--- config.mk ---
export PLATFORM = sky130hd
export DESIGN_NAME = mpeg_input_stream_fifo_ctrl
export DESIGN_NICKNAME = d
export VERILOG_FILES = /design/src/rtl/mpeg_fifo_pkg.sv /design/src/rtl/mpeg_fifo_word_skid.sv /design/src/rtl/mpeg_input_stream_fifo_ctrl.sv
export SDC_FILE = /design/constraint.sdc
export NUM_CORES = 1
export LEC_CHECK = 0
export BUFFER_PORTS_ARGS = -buffer_cell sky130_fd_sc_hd__buf_4
export CAP_MARGIN = 20
export CORE_ASPECT_RATIO = 1.25
export CORE_UTILIZATION = 45
export DETAILED_ROUTE_END_ITERATION = 10
export PLACE_DENSITY = 0.73
export SYNTH_ARGS = -nofsm -noshare
export SYNTH_HDL_FRONTEND = slang
export SYNTH_SLANG_ARGS = --single-unit
--- constraint.sdc ---
create_clock -name clk -period 3.76 [get_ports clk]
set_input_delay 0.564 -clock clk [delete_from_list [all_inputs] [get_ports clk]]
set_output_delay 0.564 -clock clk [all_outputs]
set_load 0.05 [all_outputs]
--- src/rtl/mpeg_fifo_pkg.sv ---
// Shared types for the MPEG input-stream FIFO controller: address/level widths,
// write-side state encoding and the RAM-word byte-order helper.
package mpeg_fifo_pkg;

  localparam int FIFO_ABITS = 15;

  typedef logic [FIFO_ABITS-1:0] byte_addr_t;
  typedef logic [FIFO_ABITS-3:0] word_addr_t;
  typedef logic [FIFO_ABITS:0]   level_t;

  typedef enum logic {
    IDLE = 1'b0,
    PAD  = 1'b1
  } fifo_wr_state_e;

  // The RAM stores byte 0 of a word in bits [7:0]; the parser wants it in [31:24].
  function automatic logic [31:0] swap_bytes(input logic [31:0] w);
    return {w[7:0], w[15:8], w[23:16], w[31:24]};
  endfunction

endpackage

--- src/rtl/mpeg_fifo_word_skid.sv ---
// Output stage covering the 1-cycle RAM read latency: a word is either in its
// RAM data phase or parked in the skid register, never both.
module mpeg_fifo_word_skid (
  input  logic        clk,
  input  logic        reset_n,
  input  logic        flush,
  input  logic        issue,
  input  logic [31:0] ram_q,
  input  logic        out_ready,
  output logic        out_valid,
  output logic [31:0] out_data,
  output logic        slot_free
);

  logic        r_pend;
  logic        r_skid_valid;
  logic [31:0] r_skid;

  assign out_valid = r_pend | r_skid_valid;
  assign out_data  = r_skid_valid ? r_skid : ram_q;
  // A new read may only be launched if the stage will be empty when its data
  // returns, so the returning word always has the skid register to fall into.
  assign slot_free = !out_valid || out_ready;

  // NOTE: sequential state uses non-blocking assignments so every flop samples
  // pre-edge values regardless of block ordering.
  always_ff @(posedge clk or negedge reset_n) begin
    if (!reset_n) begin
      r_pend       <= 1'b0;
      r_skid_valid <= 1'b0;
    end else if (flush) begin
      r_pend       <= 1'b0;
      r_skid_valid <= 1'b0;
    end else begin
      r_pend <= issue;
      if (r_pend && !out_ready) begin
        r_skid_valid <= 1'b1;
      end else if (r_skid_valid && out_ready) begin
        r_skid_valid <= 1'b0;
      end
    end
  end

  // NOTE: the skid data register is qualified by r_skid_valid, so it needs no
  // reset; leaving it out keeps the reset net off 32 data flops.
  always_ff @(posedge clk) begin
    if (r_pend && !out_ready) begin
      r_skid <= ram_q;
    end
  end

endmodule

--- src/rtl/mpeg_input_stream_fifo_ctrl.sv ---
// Sequencing controller for the MPEG input-stream RAM: byte writes with
// end-of-stream zero padding, word reads presented through a skid stage.
module mpeg_input_stream_fifo_ctrl
  import mpeg_fifo_pkg::*;
#(
  parameter int ABITS     = FIFO_ABITS,
  parameter bit BYTE_SWAP = 1'b1
) (
  input  logic              clk,
  input  logic              reset_n,
  input  logic              flush,
  input  logic [7:0]        in_data,
  input  logic              in_valid,
  input  logic              in_last,
  output logic              in_ready,
  output logic [31:0]       out_data,
  output logic              out_valid,
  input  logic              out_ready,
  output logic [ABITS:0]    level,
  output logic              empty,
  output logic [ABITS-1:0]  ram_waddr,
  output logic [7:0]        ram_wdata,
  output logic              ram_we,
  output logic [ABITS-3:0]  ram_raddr,
  input  logic [31:0]       ram_q
);

  localparam int             WABITS     = ABITS - 2;
  localparam logic [ABITS:0] LEVEL_FULL = {1'b1, {ABITS{1'b0}}};

  fifo_wr_state_e    r_state;
  logic [ABITS-1:0]  r_wptr;
  logic [WABITS-1:0] r_rd_issue_ptr;
  logic [ABITS:0]    r_level;

  logic              w_in_ready;
  logic              w_accept;
  logic              w_pad_wr;
  logic              w_wr;
  logic              w_issue;
  logic              w_slot_free;
  logic              w_out_valid;
  logic              w_pop;
  logic [ABITS-1:0]  w_wptr_next;
  logic [WABITS-1:0] w_words_ready;
  logic [31:0]       w_ram_word;
  logic [31:0]       w_out_data;

  // reset_n gates in_ready directly so the handshake closes the moment reset asserts.
  assign w_in_ready    = reset_n && !flush && (r_state == IDLE) && (r_level != LEVEL_FULL);
  assign w_accept      = in_valid && w_in_ready;
  assign w_pad_wr      = (r_state == PAD) && !flush;
  assign w_wr          = w_accept || w_pad_wr;
  assign w_wptr_next   = r_wptr + 1'b1;

  // Registered wptr only counts words completed in an earlier cycle, which
  // keeps reads off any word still being written.
  assign w_words_ready = r_wptr[ABITS-1:2] - r_rd_issue_ptr;
  assign w_issue       = !flush && (w_words_ready != '0) && w_slot_free;
  assign w_pop         = w_out_valid && out_ready;
  assign w_ram_word    = BYTE_SWAP ? swap_bytes(ram_q) : ram_q;

  mpeg_fifo_word_skid u_skid (
    .clk       (clk),
    .reset_n   (reset_n),
    .flush     (flush),
    .issue     (w_issue),
    .ram_q     (w_ram_word),
    .out_ready (out_ready),
    .out_valid (w_out_valid),
    .out_data  (w_out_data),
    .slot_free (w_slot_free)
  );

  always_ff @(posedge clk or negedge reset_n) begin
    if (!reset_n) begin
      r_state        <= IDLE;
      r_wptr         <= '0;
      r_rd_issue_ptr <= '0;
      r_level        <= '0;
    end else if (flush) begin
      r_state        <= IDLE;
      r_wptr         <= '0;
      r_rd_issue_ptr <= '0;
      r_level        <= '0;
    end else begin
      if (w_wr) begin
        r_wptr <= w_wptr_next;
      end
      if (w_issue) begin
        r_rd_issue_ptr <= r_rd_issue_ptr + 1'b1;
      end
      r_level <= r_level + {{ABITS{1'b0}}, w_wr} - {{(ABITS-2){1'b0}}, w_pop, 2'b00};

      if (r_state == IDLE) begin
        if (w_accept && in_last && (w_wptr_next[1:0] != 2'b00)) begin
          r_state <= PAD;
        end
      end else begin
        if (w_wptr_next[1:0] == 2'b00) begin
          r_state <= IDLE;
        end
      end
    end
  end

  assign in_ready  = w_in_ready;
  assign out_valid = w_out_valid;
  assign out_data  = w_out_data;
  assign level     = r_level;
  assign empty     = (r_level == '0);
  assign ram_we    = w_wr;
  assign ram_waddr = r_wptr;
  assign ram_wdata = (r_state == PAD) ? 8'h00 : in_data;
  assign ram_raddr = r_rd_issue_ptr;

endmodule

After elaboration in Yosys (flattened, before gate mapping)
Index checks and enable logic that the tools add are counted.
- bitwise operators: 2
- add/subtract/negate cells: 5
- reduce and logical (&&, ||, !) cells: 24
- multiplexer cells: 15
- equal/unequal tests: 1
- operator list (kind ; count):
    $mux 32 ; 1
    $mux 15 ; 2
    $mux 13 ; 2
    $add 16x1->16 ; 1
    $logic_not 16->1 ; 1
    $mux 16 ; 1
    $ne 16x16->1 const B ; 1
    $sub 16x3->16 ; 1
    $add 15x1->15 const B ; 1
    $add 13x1->13 const B ; 1
    $reduce_bool 13->1 ; 1
    $sub 13x13->13 ; 1
    $logic_and 1x1->1 ; 12
    $mux 1 ; 8
    $mux 8 ; 1
    $reduce_bool 2->1 ; 3
    $logic_not 1->1 ; 3
    $reduce_bool 3->1 ; 1
    $logic_not 2->1 ; 1
    $logic_or 1x1->1 ; 2
    $not 1->1 ; 1
    $or 1x1->1 ; 1
- output and inout bits: 88
- bits of input ports: 46
- word-level logic and storage cells: 54
- register bits: 79

Depth between registers and ports, before layout
Gate-level depths: netlist of the first run.
- depth in word-level cells: 10
- gate-level depth with buffers: 18
- depth with buffers taken out: 18

Hierarchy
A second synthesis of the first run with hierarchy kept.
- cell total of the unflattened synthesis: 477
- area total of the unflattened synthesis: 5071.1 um^2
- modules (own cells, without submodules) (module ; cells each ; area an instance (um^2) ; instances):
    mpeg_input_stream_fifo_ctrl ; 402 ; 3493.4 ; 1
    mpeg_fifo_word_skid ; 75 ; 1577.8 ; 1

Worst setup path before layout of the first run
Ideal clock, no wire load.
- path kind: reg-to-reg
- start point: reg r_level[10] (netlist: level[10])
- end point: reg r_level[14] (netlist: level[14])
- period minus slack after synthesis: 4.057 ns
- setup slack: -0.297 ns
- setup time: 0.132 ns
- data arrival time: 3.925 ns
- buffers on the path: 0
- cell stages (with the launch flop): 19
- cell sequence: dfrtp_1 > inv_1 > ha_1 > and3_1 > a41oi_1 > and2_0 > nor2_1 > nor2_1 > ha_1 > inv_1 > ha_1 > o21bai_1 > a21oi_1 > o21ai_0 > nand3_1 > a31oi_1 > a31oi_1 > xor2_1 > nor2_1
- longest elaborated chain between the ends: 7
- RTL lines (item ; line ; text):
    from (decl) ; mpeg_input_stream_fifo_ctrl.sv:34 ; logic [ABITS:0] r_level;
    from (signal assigned) ; mpeg_input_stream_fifo_ctrl.sv:93 ; r_level <= r_level + {{ABITS{1'b0}}, w_wr} - {{(ABITS-2){1'b0}}, w_pop, 2'b00};
    $ne 16x16->1 ; mpeg_input_stream_fifo_ctrl.sv:50 ; assign w_in_ready = reset_n && !flush && (r_state == IDLE) && (r_level != LEVEL_FULL);
    $logic_and 1x1->1 ; mpeg_input_stream_fifo_ctrl.sv:50 ;
    $logic_and 1x1->1 ; mpeg_input_stream_fifo_ctrl.sv:51 ; assign w_accept = in_valid && w_in_ready;
    $logic_or 1x1->1 ; mpeg_input_stream_fifo_ctrl.sv:53 ; assign w_wr = w_accept || w_pad_wr;
    via ram_we ; mpeg_input_stream_fifo_ctrl.sv:23 ; output logic ram_we,
    $add 16x1->16 ; mpeg_input_stream_fifo_ctrl.sv:93 ;
    $sub 16x3->16 ; mpeg_input_stream_fifo_ctrl.sv:93 ;
    $mux 16 ; mpeg_input_stream_fifo_ctrl.sv:81 ; end else if (flush) begin
The timed path passes the listed nets, and every way through them passes these cells.
A chain may end at the register's enable or synchronous reset.

Final worst setup path of the first run
- start point: reg r_level[12] (netlist: level[12])
- end point: reg r_level[14] (netlist: level[14])
- longest elaborated chain between the ends: 7
- RTL lines (item ; line):
    $ne 16x16->1 ; mpeg_input_stream_fifo_ctrl.sv:50
    $logic_and 1x1->1 ; mpeg_input_stream_fifo_ctrl.sv:50
    $logic_and 1x1->1 ; mpeg_input_stream_fifo_ctrl.sv:51
    $logic_or 1x1->1 ; mpeg_input_stream_fifo_ctrl.sv:53
    $add 16x1->16 (*) ; mpeg_input_stream_fifo_ctrl.sv:93
    $sub 16x3->16 (*) ; mpeg_input_stream_fifo_ctrl.sv:93
    $mux 16 (*) ; mpeg_input_stream_fifo_ctrl.sv:81
Every way passes the cells marked *; elsewhere a longest branch is shown, timed or not.

==> results of run 1 <==
==> worst max path at each step <==
stage	end	slack [ns]	cells after the start
detailed placement	level[14]	0.31	18
floorplan	level[14]	0.15	18
finish	level[14]	0.43	18
CTS	level[14]	0.28	18
global placement	level[14]	0.44	18
global route	level[14]	0.02	18
==> power by group <==
part           internal, mW  switching (mW)
Sequential             1.00          0.0712
Combinational         0.730            1.12
Clock                 0.513           0.345
==> Yosys cell counts, types with 3 or more instances <==
| cell type | number |
|---|---|
| a211oi_1 | 3 |
| a21o_1 | 7 |
| a21oi_1 | 19 |
| a31oi_1 | 6 |
| a41oi_1 | 3 |
| and3_1 | 8 |
| and4_1 | 3 |
| clkbuf_1 | 11 |
| dfrtp_1 | 47 |
| edfxtp_1 | 32 |
| ha_1 | 39 |
| inv_1 | 38 |
| mux2_1 | 5 |
| mux2_2 | 34 |
| mux2_4 | 4 |
| nand2_1 | 21 |
| nand2b_1 | 7 |
| nand3_1 | 14 |
| nand3b_1 | 4 |
| nand4_1 | 5 |
| nor2_1 | 57 |
| nor2b_1 | 19 |
| nor3_1 | 12 |
| nor4_1 | 6 |
| o21ai_0 | 9 |
| o21ai_1 | 4 |
| o21bai_1 | 4 |
| o31ai_1 | 3 |
| or3_1 | 4 |
| xnor2_1 | 13 |
| xor2_1 | 15 |
==> per-stage QoR <==
stage          hold slack [ns]  cell area (um^2)  power (mW)  cells  util (%)
6_report                 0.345              6450        3.78    763      60.2
5_1_grt                  0.395              6450        4.04    763      60.2
4_1_cts                  0.363              6450        3.81    763      60.2
3_5_place_dp             0.558              6160        2.93    747      57.4
3_3_place_gp             0.556              6160        2.90    747      57.4
2_1_floorplan            0.268              5010        2.48    490         -
==> sequential cells by signal, indices dropped and copies added (netlist names) <==
name                 count
ram_waddr               15
level                   16
u_skid.r_pend            1
u_skid.r_skid           32
u_skid.r_skid_valid      1
r_state                  1
ram_raddr               13
==> area by class of cell <==
cell class	count	area, um^2
Clock buffer	10	229
Clock inverter	6	62.6
Fill cell	960	4270
Inverter	38	143
Multi-Input combinational cell	358	2670
Sequential cell	79	2140
Tap cell	132	165
Timing Repair Buffer	140	1050
==> cells in the final DEF, fill, tap and decap left out, types with 4 or more instances in the layout <==
cell	n
clkbuf_16	9
nor2b_1	18
nor4_1	6
o21bai_1	4
nor3_1	12
nand3b_1	4
a21o_1	7
o21ai_1	4
nand2b_1	7
xor2_1	15
nand2_1	21
a21oi_1	19
o21ai_0	9
mux2_4	4
nand4_1	5
ha_1	39
or3_1	4
edfxtp_1	32
xnor2_1	13
inv_1	38
nor2_1	55
and3_1	8
mux2_1	5
buf_4	140
dfrtp_1	47
mux2_2	34
nand3_1	14
a31oi_1	6
==> worst max-delay path, stage by stage, from the launching register on <==
cell and delay (ns):
dfrtp_1 0.40, inv_1 0.10, ha_1 0.15, nor4b_1 0.28, a41oi_1 0.18, and2_1 0.25
nor2_2 0.21, nor2_4 0.05, ha_1 0.20, inv_1 0.06, ha_1 0.17, o21bai_1 0.07
a21oi_1 0.27, o21ai_0 0.16, nand3_1 0.11, a31oi_1 0.12, a31oi_1 0.22, xor2_1 0.16
nor2_1 0.05
==> cell families (layout without fill, tap and decap cells) <==
family,Yosys count,in the layout
multiplexers,45,45
buffers and inverters,53,194
AND/OR/NAND/NOR,172,172
XOR/XNOR,28,28
adder cells (fa/ha/maj),39,39
flip-flops,79,79
AO/OA/AOI/OAI,74,74
==> per-layer routing <==
| layer | track usage [%] | vias up | routed length (um) |
|---|---|---|---|
| met5 | 0 | - | 0 |
| met4 | 8.46 | 0 | 292 |
| met3 | 4.69 | 26 | 545 |
| met2 | 38.7 | 106 | 6340 |
| met1 | 27.0 | 2004 | 4760 |
| li1 | - | 2012 | - |
==> results.sh, run 1 <==
export IMPL_antenna_found_initial=0
export IMPL_leakagePower_nw=2.99
export IMPL_synth_cell_types=60
export IMPL_wirelength_mm=11.9
export IMPL_r2r_slack_ns=0.43
export IMPL_clockBufferDepth=2
export IMPL_yosysWarnings=0
export IMPL_drv_cap=0
export IMPL_grt_setup_unrepaired="false"
export IMPL_clock_sinks=79
export IMPL_post_cts_buffers=0
export IMPL_r2r_end="level[14]"
export IMPL_syn_avg_cell_area_um2=10.2
export IMPL_synth_ff_type="dfrtp_1"
export IMPL_cp_start_kind="flip-flop"
export IMPL_cts_resized=0
export IMPL_synth_edff_count=32
export IMPL_drive_gt1_share_pct=32.8
export IMPL_synth_top_family_by_area="simple AND/OR/NAND/NOR gates"
export IMPL_ctsHoldBuffers=0
export IMPL_syn_inst=490
export IMPL_dp_slack_ns=0.307
export IMPL_overflow=0
export IMPL_initial_core_util_pct=46.7
export IMPL_grt_pass1_wl_mm=20.0
export IMPL_ys_seq_area_share_pct=42.7
export IMPL_rows=42
export IMPL_ir_drop_uv=553
export IMPL_die_x_um=96.3
export IMPL_post_route_min_period_ns=3.33
export IMPL_criticalPathCategory="reg -> reg"
export IMPL_critPathCaptureType="flip-flop"
export IMPL_n_antenna_cell=0
export IMPL_cellPowerDensity_mw_per_mm2=586
export IMPL_layout_setup_ws_ns=0.425
export IMPL_async_flop_share_pct=59.5
export IMPL_drtPass1Iterations=4
export IMPL_numCtsBuffers=9
export IMPL_cts_tree="done"
export IMPL_routed_via_count=4148
export IMPL_synth_simple_gate_area_share_pct=17.6
export IMPL_synth_xor_area_share_pct=4.90
export IMPL_synth_mux_area_fraction_pct=10.4
export IMPL_path_clk_slew_ns=0.06
export IMPL_drtIter0Drc=168
export IMPL_htree_levels=3
export IMPL_hp_class="in -> async"
export IMPL_place_gp_congestion=0.864
export IMPL_insertion_delay_ns=0.33
export IMPL_fin_crit_sh_pct=88.7
export IMPL_dieArea_mm2=0.0115
export IMPL_dp_hpwl_mm=9.17
export IMPL_synth_top_area_share_pct=23.5
export IMPL_portBuffers=133
export IMPL_outcome="complete, no violations"
export IMPL_root_buffer="clkbuf_16"
export IMPL_tns_ns=0
export IMPL_relSlewSlack_pct=58.5
export IMPL_yosys_register_bits=79
export IMPL_grt_pass1_vias=4246
export IMPL_wl_per_cell_um=15.6
export IMPL_worstPathArrival_ns=3.53
export IMPL_grt_max_degree=60
export IMPL_startpoint="level[12]"
export IMPL_cp_max_fo=6
export IMPL_syn_area_mm2=0.00500
export IMPL_die_y_um=120
export IMPL_yosys_area_top_type="dfrtp_1"
export IMPL_ios=134
export IMPL_slew_viol_final=0
export IMPL_synth_adder_area_share_pct=9.76
export IMPL_critical_path_required_ns=3.95
export IMPL_fin_skew_ns=0.00793
export IMPL_r2r_cells=18
export IMPL_grt_usage_pct=22.5
export IMPL_route_detailed_drc=0
export IMPL_layout_nets=711
export IMPL_ys_top_cells_by_area="dfrtp_1, edfxtp_1, ha_1, mux2_2, nor2_1"
export IMPL_routed_via_density=5.44
export IMPL_tightest_slew_ns=0.623
export IMPL_fmax_mhz=300
export IMPL_finalHoldViolations=0
export IMPL_rr_startpoint="level[12]"
export IMPL_synthToLayoutAreaGrowth_pct=29.0
export IMPL_synth_compound_area_share_pct=10.4
export IMPL_syn_nets=575
export IMPL_drtAntennaViolNets=0
export IMPL_coreArea_mm2=0.0107
export IMPL_setup_violations=0
No activity file was read; power rests on OpenSTA's default activity.
==> run 2: changes to the inputs <==
- CTS_BUF_LIST: not set -> sky130_fd_sc_hd__clkbuf_4 sky130_fd_sc_hd__clkbuf_8 sky130_fd_sc_hd__clkbuf_16
==> run 2 against run 1 <==
  * Flip-flop and latch count unchanged
  * Wire length about the same
  * Combinational power barely moved
  * Critical path depth stayed put
  * Worst hold slack stayed put
  * Sequential share of layout area about the same
  * Via count stayed put
==> results.sh, run 2 (synthesis gave the netlist of run 1 again) <==
export IMPL_route_detailed_drc=0
export IMPL_rows=42
export IMPL_ios=134
export IMPL_portBuffers=133
export IMPL_overflow=0
export IMPL_cts_tree="done"
export IMPL_n_antenna_cell=0
export IMPL_most_common_layout_cells="buf_4, nor2_1, dfrtp_1"
export IMPL_p_switching_mw=1.53
export IMPL_cellPowerDensity_mw_per_mm2=587
export IMPL_routed_via_density=5.44
export IMPL_clock_sinks=79
export IMPL_dp_cells=747
export IMPL_path_clk_slew_ns=0.06
export IMPL_antenna_found_initial=0
export IMPL_p_clk_share_pct=22.8
export IMPL_tns_ns=0
export IMPL_numCtsBuffers=9
export IMPL_criticalPathCategory="reg -> reg"
export IMPL_ir_drop_uv=553
export IMPL_internal_power_mw=2.25
export IMPL_finalHoldViolations=0
export IMPL_final_cells=763
export IMPL_grt_max_degree=60
export IMPL_grt_setup_unrepaired="false"
export IMPL_cp_max_fo=6
export IMPL_critical_path_required_ns=3.95
export IMPL_clockBufferDepth=2
export IMPL_grt_usage_pct=22.5
export IMPL_n_fill_cell=958
export IMPL_r2r_end="level[14]"
export IMPL_dp_hpwl_mm=9.17
export IMPL_power_frac_seq_pct=28.4
export IMPL_drtAntennaViolNets=0
export IMPL_grt_pass1_wl_mm=20.0
export IMPL_fin_skew_ns=0.00793
export IMPL_drtPass1Iterations=4
export IMPL_dieArea_mm2=0.0115
export IMPL_cp_start_kind="flip-flop"
export IMPL_report_power_total_mw=3.79
export IMPL_r2r_cells=18
export IMPL_wl_per_cell_um=15.6
export IMPL_grt_pass1_vias=4246
export IMPL_critPathCaptureType="flip-flop"
export IMPL_crit_slowest_cell="dfrtp_1"
export IMPL_switching_share_pct=40.5
export IMPL_rr_startpoint="level[12]"
export IMPL_layout_nets=711
export IMPL_die_x_um=96.3
export IMPL_hp_class="in -> async"
export IMPL_slew_viol_final=0
export IMPL_coreArea_mm2=0.0107
export IMPL_drive_gt1_share_pct=33.0
export IMPL_post_cts_buffers=0
export IMPL_fin_area_mm2=0.00646
export IMPL_comb_power_share_pct=48.8
export IMPL_tightest_slew_ns=0.623
export IMPL_leakagePower_nw=3.00
export IMPL_fin_crit_sh_pct=88.7
export IMPL_r2r_slack_ns=0.43
export IMPL_top_register="u_skid.r_skid"
export IMPL_place_area_mm2=0.00616
export IMPL_worstPathArrival_ns=3.53
export IMPL_slowest_delay_ns=0.40
export IMPL_relSlewSlack_pct=58.5
export IMPL_initial_core_util_pct=46.7
export IMPL_crit_chain="inv_1 > ha_1 > nor4b_1 > a41oi_1 > and2_1 > nor2_2 > nor2_4 > ha_1 > inv_1 > ha_1 > o21bai_1 > a21oi_1 > o21ai_0 > nand3_1 > a31oi_1 > a31oi_1 > xor2_1 > nor2_1"
export IMPL_setup_violations=0
export IMPL_final_common_cell="buf_4"
export IMPL_drv_cap=0
export IMPL_ctsHoldBuffers=0
export IMPL_insertion_delay_ns=0.33
export IMPL_place_gp_congestion=0.864
export IMPL_crit_top_cell="ha_1"
export IMPL_post_route_min_period_ns=3.33
export IMPL_htree_levels=3
export IMPL_root_buffer="clkbuf_16"
export IMPL_synthToLayoutAreaGrowth_pct=29.1
export IMPL_fmax_mhz=300
export IMPL_outcome="complete, no violations"
export IMPL_routed_via_count=4148
export IMPL_die_y_um=120
export IMPL_wirelength_mm=11.9
export IMPL_drtIter0Drc=168
export IMPL_largest_reg_flops=32
run 2: power by group through the flow:
stage / logic [mW] / registers [mW] / clock network, mW
after global placement: 1.82 / 1.09 / 0
after CTS: 1.85 / 1.08 / 0.891
final: 1.85 / 1.07 / 0.865
after detailed placement: 1.84 / 1.09 / 0
after floorplan: 1.16 / 1.32 / 0
after global routing: 2.03 / 1.09 / 0.928
run 2: per-layer routing:
layer / routed length (um) / global-route usage (%) / part of all wire [%] / up-vias
li1: - / - / - / 2012
met1: 4760 / 27.0 / 40 / 2004
met2: 6340 / 38.7 / 53 / 106
met3: 545 / 4.69 / 4.6 / 26
met4: 292 / 8.46 / 2.4 / 0
met5: 0 / 0 / 0 / -
run 2: worst max-delay path by stage:
stage	from	slack [ns]	depth (start not counted)	to
final	level[12]	0.43	18	level[14]
after global routing	level[10]	0.02	18	level[14]
after CTS	level[12]	0.28	18	level[14]
after detailed placement	level[12]	0.31	18	level[14]
after global placement	level[12]	0.44	18	level[14]
after floorplan	level[10]	0.15	18	level[14]
run 2: repair_timing:
item	in CTS	in global routing
setup endpoints to repair	0	2
gates resized for setup	0	2
hold endpoints to repair	0	0
run 2: per-stage QoR:
step / hold slack (ns) / util (%) / setup WS [ns]
5_1_grt: 0.395 / 60.2 / 0.0197
3_3_place_gp: 0.556 / 57.4 / 0.437
2_1_floorplan: 0.268 / - / 0.153
4_1_cts: 0.363 / 60.2 / 0.283
3_5_place_dp: 0.558 / 57.4 / 0.307
6_report: 0.345 / 60.2 / 0.425
run 2: worst max-delay path, delay by kind of cell, from the launching register on:
kind                       cells  cell delay, ns
xor gates and xnor gates       1            0.16
and+or+nand+nor                6            0.95
buffers and inverters          2            0.16
AOI/OAI and AO/OA              6            1.02
adders and majority gates      3            0.52
DFF                            1            0.40
run 2: layout make-up:
| class | instances | area [um^2] | share of cell area [%] |
|---|---|---|---|
| Timing Repair Buffer | 140 | 1050 | 16.3 |
| Clock buffer | 10 | 233 | 3.60 |
| Clock inverter | 6 | 62.6 | 0.969 |
| Inverter | 38 | 143 | 2.21 |
| Sequential cell | 79 | 2140 | 33.1 |
| Tap cell | 132 | 165 | 2.56 |
| Multi-Input combinational cell | 358 | 2670 | 41.3 |
==> run 3: changes to the inputs <==
==> constraint.sdc (replaced) <==
create_clock -name clk -period 3.76 [get_ports clk]
set_input_delay 0.564 -clock clk [delete_from_list [all_inputs] [get_ports clk]]
set_output_delay 0.564 -clock clk [all_outputs]
set_load 0.005 [all_outputs]
==> run 3 against run 2 <==
  * Global-route usage decreased by 0.77 points
  * Core utilization decreased by 0.23 points
  * Critical path type unchanged
  * First-iteration DRC count increased by 11%
  * Setup slack got worse by 0.084 ns
  * Register-to-register slack got worse by 0.08 ns
  * Fmax decreased by 2.5%
  * Clock power decreased by 0.5%
  * Flip-flop and latch count unchanged
  * Critical endpoint unchanged
  * Largest cell class unchanged
==> results.sh, run 3 (synthesis gave the netlist of run 1 again) <==
export IMPL_initial_core_util_pct=46.7
export IMPL_die_y_um=120
export IMPL_ir_drop_uv=515
export IMPL_numCtsBuffers=9
export IMPL_startpoint="level[12]"
export IMPL_worstPathArrival_ns=3.61
export IMPL_finalHoldViolations=0
export IMPL_drtPass1Iterations=4
export IMPL_critPathCaptureType="flip-flop"
export IMPL_cellPowerDensity_mw_per_mm2=527
export IMPL_whs_ns=0.351
export IMPL_largest_reg_flops=32
export IMPL_insertion_delay_ns=0.33
export IMPL_overflow=0
export IMPL_drive_gt1_share_pct=32.4
export IMPL_layout_nets=709
export IMPL_power_frac_seq_pct=31.9
export IMPL_crit_chain="inv_1 > ha_1 > nor4b_1 > a41oi_1 > and2_1 > nor2_1 > nor2_1 > ha_1 > inv_1 > ha_1 > o21bai_1 > a21oi_1 > o21ai_0 > nand3_1 > a31oi_1 > a31oi_1 > xor2_1 > nor2_1"
export IMPL_crit_slowest_cell="dfrtp_1"
export IMPL_coreArea_mm2=0.0107
export IMPL_fin_skew_ns=0.00706
export IMPL_final_common_cell="buf_4"
export IMPL_switching_share_pct=34.0
export IMPL_tns_ns=0
export IMPL_leakagePower_nw=2.97
export IMPL_grt_max_degree=60
export IMPL_criticalPathCategory="reg -> reg"
export IMPL_r2r_cells=18
export IMPL_drtAntennaViolNets=0
export IMPL_top_register="u_skid.r_skid"
export IMPL_r2r_slack_ns=0.34
export IMPL_dieArea_mm2=0.0115
export IMPL_synthToLayoutAreaGrowth_pct=28.6
export IMPL_fin_area_mm2=0.00643
export IMPL_tightest_slew_ns=0.627
export IMPL_portBuffers=133
export IMPL_fmax_mhz=292
export IMPL_r2r_end="level[14]"
export IMPL_fin_util_pct=60.0
export IMPL_root_buffer="clkbuf_16"
export IMPL_slowest_delay_ns=0.40
export IMPL_p_clk_share_pct=25.4
export IMPL_grt_pass1_wl_mm=19.4
export IMPL_clockBufferDepth=2
export IMPL_grt_setup_unrepaired="false"
export IMPL_cts_tree="done"
export IMPL_dp_hpwl_mm=9.09
export IMPL_htree_levels=3
export IMPL_place_area_mm2=0.00614
export IMPL_relSlewSlack_pct=58.2
export IMPL_n_antenna_cell=0
export IMPL_setup_violations=0
export IMPL_rows=42
export IMPL_cp_start_kind="flip-flop"
export IMPL_comb_power_share_pct=42.7
export IMPL_place_gp_congestion=0.884
export IMPL_grt_pass1_vias=4097
export IMPL_hp_class="in -> async"
export IMPL_multi_input_area_mm2=0.00266
export IMPL_internal_power_mw=2.24
export IMPL_cp_max_fo=6
export IMPL_outcome="complete, no violations"
export IMPL_regArea_mm2=0.00214
export IMPL_wl_per_cell_um=15.6
export IMPL_p_switching_mw=1.15
export IMPL_antenna_found_initial=0
export IMPL_drtIter0Drc=186
export IMPL_wirelength_mm=11.9
export IMPL_slew_viol_final=0
export IMPL_rr_startpoint="level[12]"
export IMPL_grt_usage_pct=21.7
export IMPL_routed_via_count=4112
export IMPL_routed_via_density=5.40
export IMPL_post_route_min_period_ns=3.42
export IMPL_critical_path_required_ns=3.95
export IMPL_ios=134
export IMPL_drv_cap=0
export IMPL_clock_sinks=79
export IMPL_cpLargestDelayFamily="simple AND/OR/NAND/NOR gates"
export IMPL_die_x_um=96.3
export IMPL_route_detailed_drc=0
export IMPL_crit_buf_inv=2
export IMPL_n_fill_cell=938
export IMPL_path_clk_slew_ns=0.06
export IMPL_fin_crit_sh_pct=90.9
export IMPL_most_common_layout_cells="buf_4, nor2_1, dfrtp_1"
run 3: routing by layer:
layer  up-vias  routed length [um]  track usage [%]
li1       2005                   -                -
met1      1996                4770             25.0
met2        92                6420             39.0
met3        19                 436             4.37
met4         0                 275             7.81
met5         -                   0                0
run 3: metrics by stage:
stage                     instances  setup WS [ns]  power [mW]
after detailed placement        745          0.354        2.54
after CTS                       761          0.325        3.42
after global routing            761         0.0107        3.63
after global placement          745          0.456        2.51
after floorplan                 490          0.707        2.11
final                           761          0.341        3.39
run 3: power by group through the flow:
stage	clock network, mW	logic, mW	registers, mW
2_1_floorplan	0	1.02	1.09
3_3_place_gp	0	1.42	1.09
3_5_place_dp	0	1.44	1.10
4_1_cts	0.884	1.45	1.08
5_1_grt	0.921	1.62	1.09
6_report	0.861	1.45	1.08
run 3: worst reg2reg max path, delay by kind of cell, from the launching register on:
| kind | cells | cell delay, ns |
|---|---|---|
| AOI/OAI and AO/OA | 6 | 1.02 |
| xor gates and xnor gates | 1 | 0.16 |
| adders and majority gates | 3 | 0.53 |
| buffers and inverters | 2 | 0.16 |
| DFF | 1 | 0.40 |
| and+or+nand+nor | 6 | 1.02 |
run 3: area by class of cell:
type                    instances  share of cell area, %
inverters                      38                   2.22
multi-input cells             358                   41.3
clock buffers                  10                   3.62
well taps                     132                   2.57
clock inverters                 6                  0.973
repair buffers                138                   16.1
flip-flops and latches         79                   33.2
run 3: worst max path at each step:
stage	endpoint	depth (start not counted)	slack, ns
3_5_place_dp	level[14]	18	0.35
6_report	level[14]	18	0.34
3_3_place_gp	level[14]	18	0.46
2_1_floorplan	level[14]	18	0.71
4_1_cts	level[14]	18	0.32
5_1_grt	level[14]	18	0.01
run 3: repair_timing:
| item | 4_1_cts | 5_1_grt |
|---|---|---|
| hold buffers | 0 | 0 |
| endpoints found under the hold margin | 0 | 0 |
| setup endpoints to repair | 0 | 1 |
| resized for setup | 0 | 1 |
| setup buffers | 0 | 0 |
